--- config.mk ---
export PLATFORM = sky130hd
export DESIGN_NAME = fifo_pack_wr
export DESIGN_NICKNAME = d
export VERILOG_FILES = /design/src/rtl/fifo_pack_wr.sv
export SDC_FILE = /design/constraint.sdc
export NUM_CORES = 1
export LEC_CHECK = 0
export ABC_CLOCK_PERIOD_IN_PS = 2600
export CORE_MARGIN = 4
export CORE_UTILIZATION = 54
export CTS_CLUSTER_DIAMETER = 40
export DETAILED_ROUTE_END_ITERATION = 12
export PLACE_DENSITY = 0.89
export SYNTH_ARGS = -nofsm -noshare
export SYNTH_HDL_FRONTEND = slang
export SYNTH_SLANG_ARGS = --single-unit
--- constraint.sdc ---
create_clock -name clk -period 2.6 [get_ports clk]
set_input_delay 0.52 -clock clk [delete_from_list [all_inputs] [get_ports clk]]
set_output_delay 0.52 -clock clk [all_outputs]
set_load 0.01 [all_outputs]
--- src/rtl/fifo_pack_wr.sv ---
// ----------------------------------------------------------------------------
// fifo_pack_wr
//
// Write-side producer for an async FIFO. Packs a continuous, unstallable
// stream of narrow samples into wide FIFO words and drives the FIFO write
// port. When the FIFO's registered almost-full flag is high at the moment a
// word closes, the rest of the current packet is dropped rather than
// overflowing the FIFO.
//
// Word layout (W = 1 + LANEBITS + RATIO*INWIDTH):
//   [W-1]                 LAST flag
//   [W-2 -: LANEBITS]     lanes_used - 1
//   [k*INWIDTH +: INWIDTH] sample k (sample 0 arrives first), unused lanes 0
//
// Ports:
//   clk         sample clock
//   reset_l     asynchronous, active-low reset
//   in_data     sample
//   in_valid    sample qualifier (no backpressure)
//   in_last     sample ends a packet (qualified by in_valid)
//   wr_data     packed word to the FIFO, registered, held when we = 0
//   we          FIFO write strobe, registered single-cycle pulse
//   full        FIFO registered almost-full flag
//   drop_count  saturating count of dropped packets, registered
//   dropping    high while the rest of a packet is being discarded
//
// Configuration macro:
//   FIFO_PACK_STATS_EN  defined: drop_count is a saturating counter.
//                       undefined: drop_count is tied to 0.
// ----------------------------------------------------------------------------
module fifo_pack_wr #(
    parameter int INWIDTH  = 16,
    parameter int RATIO    = 2,
    parameter int LANEBITS = 1,
    parameter int CNTWIDTH = 16,
    localparam int W       = 1 + LANEBITS + RATIO * INWIDTH
) (
    input  logic                clk,
    input  logic                reset_l,
    input  logic [INWIDTH-1:0]  in_data,
    input  logic                in_valid,
    input  logic                in_last,
    output logic [W-1:0]        wr_data,
    output logic                we,
    input  logic                full,
    output logic [CNTWIDTH-1:0] drop_count,
    output logic                dropping
);

    typedef enum logic {
        PASS = 1'b0,
        DROP = 1'b1
    } state_t;

    state_t                     state;
    logic [RATIO*INWIDTH-1:0]   lanes;
    logic [LANEBITS-1:0]        lane_ptr;

    logic [RATIO*INWIDTH-1:0]   next_lanes;
    logic                       closing;
    logic [W-1:0]               word;

    // Lanes including the current sample, and whether this sample closes
    // the word (lane RATIO-1 filled, or end of packet).
    // NOTE: every combinational output gets a default first so no latch is
    // inferred when the sample is not valid.
    always_comb begin
        next_lanes = lanes;
        for (int k = 0; k < RATIO; k++) begin
            if (lane_ptr == LANEBITS'(k)) begin
                next_lanes[k*INWIDTH +: INWIDTH] = in_data;
            end
        end
        closing = in_valid && (in_last || (lane_ptr == LANEBITS'(RATIO - 1)));
        // lane_ptr of the closing sample equals lanes_used - 1.
        word    = {in_last, lane_ptr, next_lanes};
    end

    // NOTE: all sequential state uses non-blocking assignments so every
    // register samples pre-edge values, independent of statement order.
    always_ff @(posedge clk or negedge reset_l) begin
        if (!reset_l) begin
            state    <= PASS;
            lanes    <= '0;
            lane_ptr <= '0;
            wr_data  <= '0;
            we       <= 1'b0;
            dropping <= 1'b0;
        end else begin
            we <= 1'b0;
            if (closing) begin
                // Lanes are cleared on every close so unused lanes of the
                // next word read 0.
                lanes    <= '0;
                lane_ptr <= '0;
                case (state)
                    PASS: begin
                        if (!full) begin
                            we      <= 1'b1;
                            wr_data <= word;
                        end else if (!in_last) begin
                            // Rest of this packet must not reach the FIFO.
                            state    <= DROP;
                            dropping <= 1'b1;
                        end
                    end
                    DROP: begin
                        // The packet's LAST word is discarded too; the count
                        // was already taken when the drop started.
                        if (in_last) begin
                            state    <= PASS;
                            dropping <= 1'b0;
                        end
                    end
                    default: begin
                        state    <= PASS;
                        dropping <= 1'b0;
                    end
                endcase
            end else if (in_valid) begin
                lanes    <= next_lanes;
                lane_ptr <= lane_ptr + 1'b1;
            end
        end
    end

`ifdef FIFO_PACK_STATS_EN
    // One count per dropped packet: taken only on the PASS-state decision.
    always_ff @(posedge clk or negedge reset_l) begin
        if (!reset_l) begin
            drop_count <= '0;
        end else if (closing && (state == PASS) && full && (drop_count != '1)) begin
            drop_count <= drop_count + 1'b1;
        end
    end
`else
    assign drop_count = '0;
`endif

endmodule

==> results by group <==
Status
  • Outcome: finished clean

Place
  • # port buffers: 56
  • Placed cells: 332
  • GP Congestion: 0.728
  • Worst slack, placed: 0.274 ns
  • HPWL after DPL: 3780 um

Drt
  • Initial DRC count: 74
  • DRT met1 WL: 2620 um
  • DRC viols: 0
  • Vias per cell: 5.06
  • Post-DRT Antenna Nets: 0
  • Routed len/inst: 16.7 um
  • Top Layer Used: met4
  • Met3 routed WL: 269 um
  • Routed via count: 1751
  • WL met2: 2810 um
  • Routed WL: 5760 um
  • First-pass DRT Iterations: 4

Clocking
  • Buffer count from post-CTS setup fixing: 0
  • Cell at the root of the clock tree: clkbuf_8
  • H-Tree Depth: 3
  • Post-CTS resize count: 0
  • CTS tree: built
  • Reg clk slew, reported paths: 0.07 ns
  • Sink Count: 70
  • Post-CTS Hold Buffers: 0
  • Worst-skew pair later-pin latency: 0.33 ns
  • CTS Buf Count: 9
  • Max Buffers Root-to-Sink: 2

GRT
  • First-pass GRT wire length: 9760 um
  • Vias in the first global route: 1910
  • Overall Global Routing Usage: 17.5%
  • Pin count of the biggest net entering global routing: 46
  • GRT overflow: 0
  • Initial antenna violation count: 0

STA
  • Post-route setup slack: 0.623 ns
  • Max Slew Vio Count: 0
  • Finish-stage setup viols: 0
  • Headroom to the max-slew limit: 60.6%
  • Fin crit share: 76.1%
  • Least-Margin Pin Slew: 0.591 ns
  • Fin crit period: 1.98 ns
  • Setup TNS: 0 ns
  • Unrepaired setup endpoints after global routing: no
  • Fmax: 506 MHz
  • Final Hold Fails: 0
  • Worst Clk Skew: 0.00620 ns

Logic synthesis
  • Synth cell count leaders: 70 x dfrtp_1, 37 x mux2_2, 29 x mux2_4, 17 x buf_4, 16 x a22o_1
  • Most frequent cell after synthesis: dfrtp_1
  • Mapped Cells: 208
  • Synth unique cells: 24
  • Post-synth ARST share: 100%
  • Ys Warns: 0
  • Synth area leader: dfrtp_1
  • FF+latch count, synth: 70
  • Synth top area share: 55.6%
  • Post-synth top flop: dfrtp_1
  • Seq/Total Area, Yosys: 55.6%
  • Synth Cell Area: 3150 um2
  • Avg Cell Area, Syn: 15.2 um2
  • Post-synth EDFFs: 0
  • Synth area leaders: dfrtp_1 56%, mux2_4 14%, mux2_2 13%, a22o_1 4.4%, buf_4 4.0%

Setup path
  • Critical path startpoint category: primary input
  • Worst r2r src: state
  • Slowest stage delay, CP: 0.50 ns
  • Data required time at the worst endpoint: 2.82 ns
  • WS Path Type: primary input to flop
  • CP cell instances: clkdlybuf4s50_1 > o21ai_2 > or3_4 > inv_6 > mux2_2
  • Crit path capture type: flop
  • Setup slack, reg-to-reg: 0.89 ns
  • Critical-path top delay cell: clkdlybuf4s50_1
  • Max FO, Critical Path: 33
  • Worst Reg2Reg Path Length in Cells: 3
  • FF-to-FF End: wr_data[0]
  • Crit path DAT: 2.20 ns

Finish
  • N_diodes: 0
  • Final Util: 69.7%
  • Fin cells: 346
  • Net count reported at finish: 292
  • Area delta synth->final: 23.1%
  • Share of post-route cells with drive strength above 1: 35.8%

Pwr
  • Part of the power in registers: 46.1%
  • Power Density: 753 nW/um2
  • Sw frac: 25.6%
  • Combinational Power Share: 27.2%
  • Lkg Pwr: 1.84 nW
  • Clock power share: 26.6%
  • Maximum VDD drop: 538 uV
  • NetSw: 0.749 mW
  • Internal power: 2.17 mW

Flow run
  • Max Cap Viol: 0

Floorplanning
  • Die H: 84.4 um
  • Die W: 84.4 um
  • Initial Util: 56.6%
  • Top Ports: 73
  • Core ar.: 5570 um2
  • Num rows: 27
  • Die ar.: 7130 um2

Hold path
  • Min-Delay Path Class: primary input to async pin
metrics by stage:
stage	hold WS [ns]	power [mW]	cell area, um2
after CTS	0.191	2.95	3880
after global placement	0.464	2.15	3710
after floorplan	0.224	1.78	3210
after detailed placement	0.470	2.16	3710
final	0.191	2.92	3880
after global routing	0.213	3.07	3880
flip-flops by register name (all words and copies together), names as in the netlist:
| signal | count |
|---|---|
| wr_data | 34 |
| lanes | 32 |
| dropping | 1 |
| lane_ptr | 1 |
| state | 1 |
| we | 1 |
worst max path at each step:
stage          startpoint          end  slack (ns)  cells after the start
6_report         in_valid   wr_data[0]        0.62                      5
3_5_place_dp      in_last   wr_data[0]        0.27                      5
4_1_cts           in_last   wr_data[0]        0.64                      5
2_1_floorplan     in_last  wr_data[10]        0.98                      5
3_3_place_gp      in_last   wr_data[0]        0.31                      5
5_1_grt          in_valid  wr_data[31]        0.60                      5
placed cells by master, fill, tap and decap left out:
cell type and count:
a21o_1 1, a21oi_1 1, a22o_1 16, a31oi_1 1, and2_1 10, and2_2 6
buf_12 1, buf_2 1, buf_4 6, clkbuf_1 1, clkbuf_8 12, clkdlybuf4s50_1 55
clkinv_2 1, conb_1 16, dfrtp_1 70, inv_1 1, inv_2 1, inv_6 1
mux2_2 37, mux2_4 29, nand2_1 1, nand3_1 1, nor3_2 1, o21ai_0 1
o21ai_2 1, o31ai_1 1, or3_4 1
cell type report:
class | count | area [um2]
fill | 391 | 1690
timing repair buffer | 63 | 621
clock buffer | 13 | 169
inverter | 3 | 16.3
multi-input combinational | 124 | 1230
clock inverter | 1 | 5.00
sequential | 70 | 1750
tap | 72 | 90.1
worst max-delay path, delay by kind of cell:
kind | cells | cell delay, ns
multiplexers | 1 | 0.39
AO/OA/AOI/OAI | 1 | 0.07
AND/OR/NAND/NOR | 1 | 0.37
buffers and inverters | 2 | 0.84
logic make-up (layout without fill, tap and decap cells):
kind of cell,Yosys count,after routing,synth area share [%]
compound gates,22,22,5.71
buf+inv,29,80,7.22
simple gates,20,20,4.36
flops,70,70,55.6
mux,66,66,27.0
other cells,1,16,0.119
power groups by stage:
stage          combinational (mW)  clock, mW  sequential (mW)
5_1_grt                     0.844      0.859             1.37
6_report                    0.795      0.779             1.35
3_3_place_gp                0.786          0             1.36
4_1_cts                     0.808      0.797             1.35
2_1_floorplan               0.364          0             1.42
3_5_place_dp                0.799          0             1.36
per-layer routing:
layer  track usage [%]  up-vias
li1                  -      820
met4              5.61        0
met5                 0        -
met1              22.9      881
met2              28.1       45
met3              5.30        5
Note: power is estimated with default switching activity, not from simulation.
